<file path="config.mk">
export PLATFORM = sky130hd
export DESIGN_NAME = pmem_arbiter_flat
export DESIGN_NICKNAME = d
export VERILOG_FILES = /design/src/rtl/pmem_arbiter_if.sv /design/src/rtl/pmem_arbiter.sv /design/src/flat_wrapper.sv
export SDC_FILE = /design/constraint.sdc
export NUM_CORES = 1
export LEC_CHECK = 0
export CORE_AREA = 3 3 272 274
export DETAILED_ROUTE_END_ITERATION = 10
export DIE_AREA = 0 0 275 277
export HOLD_SLACK_MARGIN = 0.02
export SLEW_MARGIN = 10
export SYNTH_ARGS = -nofsm -noshare
export SYNTH_HDL_FRONTEND = slang
export SYNTH_SLANG_ARGS = --single-unit
</file>
<file path="constraint.sdc">
create_clock -name clk -period 5.9 [get_ports clk]
set_input_delay 1.18 -clock clk [delete_from_list [all_inputs] [get_ports clk]]
set_output_delay 1.18 -clock clk [all_outputs]
set_load 0.03 [all_outputs]
</file>
<file path="src/rtl/pmem_arbiter_if.sv">
// Port bundle for pmem_arbiter: fetch and data requesters plus the physical memory line port.
// The slave modport is the arbiter's view; master is the core/memory side that surrounds it.
interface pmem_arbiter_if;
  logic         imem_read;
  logic [15:0]  imem_address;
  logic         imem_resp;
  logic [127:0] imem_rdata;

  logic         dmem_read;
  logic         dmem_write;
  logic [15:0]  dmem_address;
  logic [127:0] dmem_wdata;
  logic         dmem_resp;
  logic [127:0] dmem_rdata;

  logic         pmem_read;
  logic         pmem_write;
  logic [15:0]  pmem_address;
  logic [127:0] pmem_wdata;
  logic         pmem_resp;
  logic [127:0] pmem_rdata;

  modport slave (
    input  imem_read, imem_address, dmem_read, dmem_write, dmem_address, dmem_wdata,
           pmem_resp, pmem_rdata,
    output imem_resp, imem_rdata, dmem_resp, dmem_rdata,
           pmem_read, pmem_write, pmem_address, pmem_wdata
  );

  modport master (
    output imem_read, imem_address, dmem_read, dmem_write, dmem_address, dmem_wdata,
           pmem_resp, pmem_rdata,
    input  imem_resp, imem_rdata, dmem_resp, dmem_rdata,
           pmem_read, pmem_write, pmem_address, pmem_wdata
  );
endinterface

</file>
<file path="src/rtl/pmem_arbiter.sv">
// Shares one physical memory line port between fetch (imem) and data (dmem) requesters.
// Define ARB_ROUND_ROBIN_EN for alternating grants; default is dmem priority with a starvation limit.
module pmem_arbiter #(
    parameter int STARVE_LIMIT = 4
) (
    input  logic         clk,
    input  logic         rst_n,
    pmem_arbiter_if.slave bus,
    output logic [1:0]   state_dbg
);

    typedef enum logic [1:0] {
        IDLE    = 2'd0,
        SERVE_I = 2'd1,
        SERVE_D = 2'd2
    } state_e;

    // Handshake: each requester holds its strobe until its one-cycle resp; pmem strobes are
    // held from the latched op until pmem_resp, and resp is only routed to the granted side.
    state_e         state_q, state_d;
    logic [15:0]    addr_q, addr_d;
    logic [127:0]   wdata_q, wdata_d;
    logic           rd_q, rd_d;
    logic           wr_q, wr_d;
    logic           imem_req, dmem_req, imem_wins;

`ifdef ARB_ROUND_ROBIN_EN
    logic           last_d_q, last_d_d;

    assign imem_wins = last_d_q;
`else
    localparam logic [3:0] LIMIT = 4'(STARVE_LIMIT);
    logic [3:0]     starve_cnt_q, starve_cnt_d;

    assign imem_wins = (starve_cnt_q == LIMIT);
`endif

    assign imem_req = bus.imem_read;
    assign dmem_req = bus.dmem_read | bus.dmem_write;

    always_comb begin
        state_d = state_q;
        addr_d  = addr_q;
        wdata_d = wdata_q;
        rd_d    = rd_q;
        wr_d    = wr_q;
`ifdef ARB_ROUND_ROBIN_EN
        last_d_d = last_d_q;
`else
        starve_cnt_d = starve_cnt_q;
`endif
        case (state_q)
            IDLE: begin
                if (dmem_req && !(imem_req && imem_wins)) begin
                    state_d = SERVE_D;
                    addr_d  = bus.dmem_address;
                    wdata_d = bus.dmem_wdata;
                    // A simultaneous read+write is resolved as a write.
                    wr_d    = bus.dmem_write;
                    rd_d    = ~bus.dmem_write;
`ifdef ARB_ROUND_ROBIN_EN
                    last_d_d = 1'b1;
`else
                    if (imem_req && (starve_cnt_q < LIMIT)) starve_cnt_d = starve_cnt_q + 4'd1;
`endif
                end else if (imem_req) begin
                    state_d = SERVE_I;
                    addr_d  = bus.imem_address;
                    wdata_d = '0;
                    rd_d    = 1'b1;
                    wr_d    = 1'b0;
`ifdef ARB_ROUND_ROBIN_EN
                    last_d_d = 1'b0;
`else
                    starve_cnt_d = '0;
`endif
                end
            end
            SERVE_I, SERVE_D: begin
                if (bus.pmem_resp) begin
                    state_d = IDLE;
                    addr_d  = '0;
                    wdata_d = '0;
                    rd_d    = 1'b0;
                    wr_d    = 1'b0;
                end
            end
            default: state_d = IDLE;
        endcase
    end

    always_ff @(posedge clk) begin
        if (!rst_n) begin
            state_q <= IDLE;
            addr_q  <= '0;
            wdata_q <= '0;
            rd_q    <= 1'b0;
            wr_q    <= 1'b0;
`ifdef ARB_ROUND_ROBIN_EN
            last_d_q <= 1'b0;
`else
            starve_cnt_q <= '0;
`endif
        end else begin
            state_q <= state_d;
            addr_q  <= addr_d;
            wdata_q <= wdata_d;
            rd_q    <= rd_d;
            wr_q    <= wr_d;
`ifdef ARB_ROUND_ROBIN_EN
            last_d_q <= last_d_d;
`else
            starve_cnt_q <= starve_cnt_d;
`endif
        end
    end

    assign bus.pmem_read    = rd_q;
    assign bus.pmem_write   = wr_q;
    assign bus.pmem_address = addr_q;
    assign bus.pmem_wdata   = wdata_q;
    assign bus.imem_resp    = (state_q == SERVE_I) & bus.pmem_resp;
    assign bus.dmem_resp    = (state_q == SERVE_D) & bus.pmem_resp;
    assign bus.imem_rdata   = bus.pmem_rdata;
    assign bus.dmem_rdata   = bus.pmem_rdata;
    assign state_dbg        = state_q;

    a_no_rw_conflict: assert property (@(posedge clk) disable iff (!rst_n)
        !(bus.dmem_read && bus.dmem_write));

endmodule

</file>
<file path="src/flat_wrapper.sv">
// flat-port wrapper written by rule: the top's interface ports become plain ports
module pmem_arbiter_flat 
#(
    parameter int STARVE_LIMIT = 4
)
  (clk, rst_n, state_dbg, bus_imem_read, bus_imem_address, bus_dmem_read, bus_dmem_write, bus_dmem_address, bus_dmem_wdata, bus_pmem_resp, bus_pmem_rdata, bus_imem_resp, bus_imem_rdata, bus_dmem_resp, bus_dmem_rdata, bus_pmem_read, bus_pmem_write, bus_pmem_address, bus_pmem_wdata);
  pmem_arbiter_if bus_i ();
  input  logic clk;
  input  logic rst_n;
  output logic [1:0] state_dbg;
  input wire logic [$bits(bus_i.imem_read)-1:0] bus_imem_read;
  input wire logic [$bits(bus_i.imem_address)-1:0] bus_imem_address;
  input wire logic [$bits(bus_i.dmem_read)-1:0] bus_dmem_read;
  input wire logic [$bits(bus_i.dmem_write)-1:0] bus_dmem_write;
  input wire logic [$bits(bus_i.dmem_address)-1:0] bus_dmem_address;
  input wire logic [$bits(bus_i.dmem_wdata)-1:0] bus_dmem_wdata;
  input wire logic [$bits(bus_i.pmem_resp)-1:0] bus_pmem_resp;
  input wire logic [$bits(bus_i.pmem_rdata)-1:0] bus_pmem_rdata;
  output wire logic [$bits(bus_i.imem_resp)-1:0] bus_imem_resp;
  output wire logic [$bits(bus_i.imem_rdata)-1:0] bus_imem_rdata;
  output wire logic [$bits(bus_i.dmem_resp)-1:0] bus_dmem_resp;
  output wire logic [$bits(bus_i.dmem_rdata)-1:0] bus_dmem_rdata;
  output wire logic [$bits(bus_i.pmem_read)-1:0] bus_pmem_read;
  output wire logic [$bits(bus_i.pmem_write)-1:0] bus_pmem_write;
  output wire logic [$bits(bus_i.pmem_address)-1:0] bus_pmem_address;
  output wire logic [$bits(bus_i.pmem_wdata)-1:0] bus_pmem_wdata;
  assign bus_i.imem_read = bus_imem_read;
  assign bus_i.imem_address = bus_imem_address;
  assign bus_i.dmem_read = bus_dmem_read;
  assign bus_i.dmem_write = bus_dmem_write;
  assign bus_i.dmem_address = bus_dmem_address;
  assign bus_i.dmem_wdata = bus_dmem_wdata;
  assign bus_i.pmem_resp = bus_pmem_resp;
  assign bus_i.pmem_rdata = bus_pmem_rdata;
  assign bus_imem_resp = bus_i.imem_resp;
  assign bus_imem_rdata = bus_i.imem_rdata;
  assign bus_dmem_resp = bus_i.dmem_resp;
  assign bus_dmem_rdata = bus_i.dmem_rdata;
  assign bus_pmem_read = bus_i.pmem_read;
  assign bus_pmem_write = bus_i.pmem_write;
  assign bus_pmem_address = bus_i.pmem_address;
  assign bus_pmem_wdata = bus_i.pmem_wdata;
  pmem_arbiter #(.STARVE_LIMIT(STARVE_LIMIT)) u_core (.clk(clk), .rst_n(rst_n), .bus(bus_i), .state_dbg(state_dbg));
endmodule
</file>
==> results.py <==
metrics = {
    "layout": {
        "seqCellArea_sq_um": 3040,
        "fin_nets": 1038,
        "final_layout_size_suffix_gt1_frac": 0.0626,
        "multiInputGateArea_sq_um": 1960,
        "nFillCells": 8038,
        "final_cell_area_sq_um": 10100,
        "syn2layout_area_growth_pct": 38.5,
    },
    "global_routing": {
        "grt_pass1_wl_microns": 46100,
        "track_usage": 0.0885,
        "grt_antenna_before_repair": 12,
        "gr-total-overflow": 0,
        "grt_pass1_vias": 5625,
        "grt_max_degree": 68,
    },
    "cts": {
        "post_cts_resized": 0,
        "cts_setup_buffers": 0,
        "root_buffer": "clkbuf_16",
        "numCtsBuffers": 17,
        "max-clock-path-buffers": 2,
        "cts_tree": "done",
        "worstSkewPairLatency_ps": 460,
        "holdBufCountCts": 0,
        "cts.clk_slew.worst_paths_ps": 60,
        "htreeDepth": 4,
        "cts.sinks": 152,
    },
    "setup_path": {
        "crit_type": "in2out",
        "rr_startpoint": "u_core.state_dbg[0]$_SDFFE_PN0P_",
        "r2r_end": "u_core.bus.pmem_wdata[109]$_SDFFE_PN0P_",
        "worstRegToRegCells": 7,
        "crit_arrival_ps": 2780,
        "cp.required_ps": 4720,
        "worstSetupStartpointType": "primary input",
        "end_kind": "primary output",
        "r2r_slack_ps": 2950,
        "cp_max_fo": 4,
    },
    "floorplan": {
        "io_pins": 700,
        "start_util": 0.101,
        "dieWidth_microns": 275,
        "core_area_sq_um": 71600,
        "dieHeight_microns": 277,
        "dieArea_sq_um": 76200,
        "row_count": 98,
    },
    "logic_synthesis": {
        "synth_cell_type_count": 39,
        "synthArstFlopShare": 0,
        "synth_ff_type": "dfxtp_1",
        "ys_seq_elements": 152,
        "syn_nets": 999,
        "ys_top_cells_by_area": "dfxtp_1 42%, buf_4 27%, a22o_1 15%",
        "synth_edf_count": 0,
        "ys_seq_area_frac": 0.419,
        "avgSynthCellArea_sq_um": 10.4,
        "yosysTopAreaCell": "dfxtp_1",
        "yosys_warnings": 0,
        "synth_top_area_frac": 0.419,
        "syn_area_sq_um": 7260,
        "synthCells": 699,
    },
    "timing": {
        "fmax_mhz": 253,
        "fin_crit_sh": 0.671,
        "slew_headroom": 0.342,
        "hold_viol": 0,
        "finalSetupViolCount": 0,
        "final.min_clock_period_ps": 3960,
        "tns_ps": 0,
        "hold_ws_ps": 479,
        "finClkSkew_ps": 20.7,
        "tightest_slew_ps": 984,
        "maxSlewViolCount": 0,
        "rsz0062_at_grt": "false",
    },
    "routing": {
        "wire_per_inst_microns": 20.8,
        "drtIter0Drc": 260,
        "vias": 5491,
        "dr.pass1.iters": 5,
        "drcViolationCount": 0,
        "drt_wl_total_microns": 35500,
        "final_antenna_net_count": 0,
        "vias_per_cell": 3.22,
    },
    "pwr": {
        "power.density_nw_per_um2": 319,
        "p_leak_nw": 3.56,
        "power.total_mw": 3.20,
        "peakVddDrop_uv": 180,
    },
    "min_path": {
        "hp-class": "reg2reg",
        "holdPathEnd": "u_core.bus.pmem_wdata[117]$_SDFFE_PN0P_",
        "min-delay-start": "u_core.bus.pmem_wdata[117]$_SDFFE_PN0P_",
        "holdPathStages": 1,
    },
    "placement": {
        "postPlaceCellArea_sq_um": 9440,
        "numPortBuffers": 315,
        "dp.final_hpwl_microns": 28800,
        "gp_congestion": 0.803,
    },
    "run_status": {
        "status": "finished, final reports clean",
    },
    "flow_run": {
        "cap_violations": 0,
    },
}
-- kinds of logic (layout without fill, tap and decap cells) --
group,after synthesis,count (layout),synth area share
AOI/OAI and AO/OA,176,176,0.209
adders and majority gates,6,6,0.0103
DFF,152,152,0.419
buffers and inverters,309,361,0.314
other,0,6,0
and+or+nand+nor,56,56,0.0479
-- synthesized netlist by cell type (3+ instances only) --
cell type  count
clkbuf_1      17
o2111ai_1     16
buf_6          3
nand4_1       17
a22o_1       128
o311ai_0      16
nand3_1       17
inv_1          6
buf_2         15
buf_8         10
ha_1           6
nor2_1         3
buf_4        257
nand2_1        4
dfxtp_1      152
a21oi_1        4
-- sequential cells by signal, indices dropped and copies added (netlist names) --
signal                   cells
u_core.bus.pmem_wdata      128
u_core.bus.pmem_address     16
u_core.starve_cnt_q          4
u_core.state_dbg             2
u_core.bus.pmem_read         1
u_core.bus.pmem_write        1
-- power by group --
part / internal [mW] / switching [mW]
Sequential: 1.14 / 0.0673
Combinational: 0.373 / 0.463
Clock: 0.647 / 0.514
Total: 2.16 / 1.04
-- metrics by stage --
stage	utilization	cells	worst slack, ps
floorplan	-	699	3260
global placement	0.132	1669	1850
detailed placement	0.132	1669	1860
CTS	0.140	1701	1850
global route	0.140	1701	1830
finish	0.140	1707	1940
-- critical path: stages --
cell	delay (ps)
clkdlybuf4s50_1	670
and2_1	200
clkdlybuf4s50_1	720
-- layout by cell type (no fill, tap or decap), types with 2 or more instances in the layout --
cell type / Yosys / layout
nand2_1: 4 / 4
a21oi_1: 4 / 4
o21ai_0: 2 / 2
nor2b_1: 2 / 2
dfxtp_1: 152 / 152
nand3_1: 17 / 17
inv_8: 0 / 3
a22o_1: 128 / 128
o311ai_0: 16 / 16
clkinv_4: 0 / 3
diode_2: 0 / 6
nor2_1: 3 / 3
or2_2: 2 / 2
inv_6: 0 / 3
and2_1: 2 / 2
nand4_1: 17 / 17
o2111ai_1: 16 / 16
clkinv_2: 0 / 2
buf_4: 257 / 7
clkbuf_16: 0 / 17
ha_1: 6 / 6
inv_1: 6 / 6
o31ai_1: 2 / 2
bufinv_16: 0 / 2
clkdlybuf4s50_1: 0 / 315
-- worst max path at each step --
stage | endpoint | slack [ps] | from | depth (start not counted)
floorplan | bus_dmem_resp | 3260 | bus_pmem_resp | 1
global placement | bus_imem_resp | 1850 | bus_pmem_resp | 3
detailed placement | bus_imem_resp | 1860 | bus_pmem_resp | 3
CTS | bus_imem_resp | 1850 | bus_pmem_resp | 3
global route | bus_imem_resp | 1830 | bus_pmem_resp | 3
finish | bus_imem_resp | 1940 | bus_pmem_resp | 3
-- routing by layer --
| layer | part of all wire | GRT usage | vias to the layer above |
|---|---|---|---|
| li1 | - | - | 2365 |
| met2 | 0.46 | 0.144 | 547 |
| met1 | 0.32 | 0.0801 | 2455 |
| met5 | 0.0027 | 0 | - |
| met3 | 0.17 | 0.0612 | 110 |
| met4 | 0.046 | 0.0542 | 14 |
-- cell type report --
| cell class | instances | share of cell area |
|---|---|---|
| flip-flops and latches | 152 | 0.303 |
| multi-input cells | 238 | 0.195 |
| repair buffers | 323 | 0.321 |
| diodes | 6 | 0.00149 |
| inverters | 6 | 0.00224 |
| clock buffers | 18 | 0.0437 |
| clock inverters | 14 | 0.0163 |
| well taps | 950 | 0.118 |
Power figures use the tool's default switching activity.
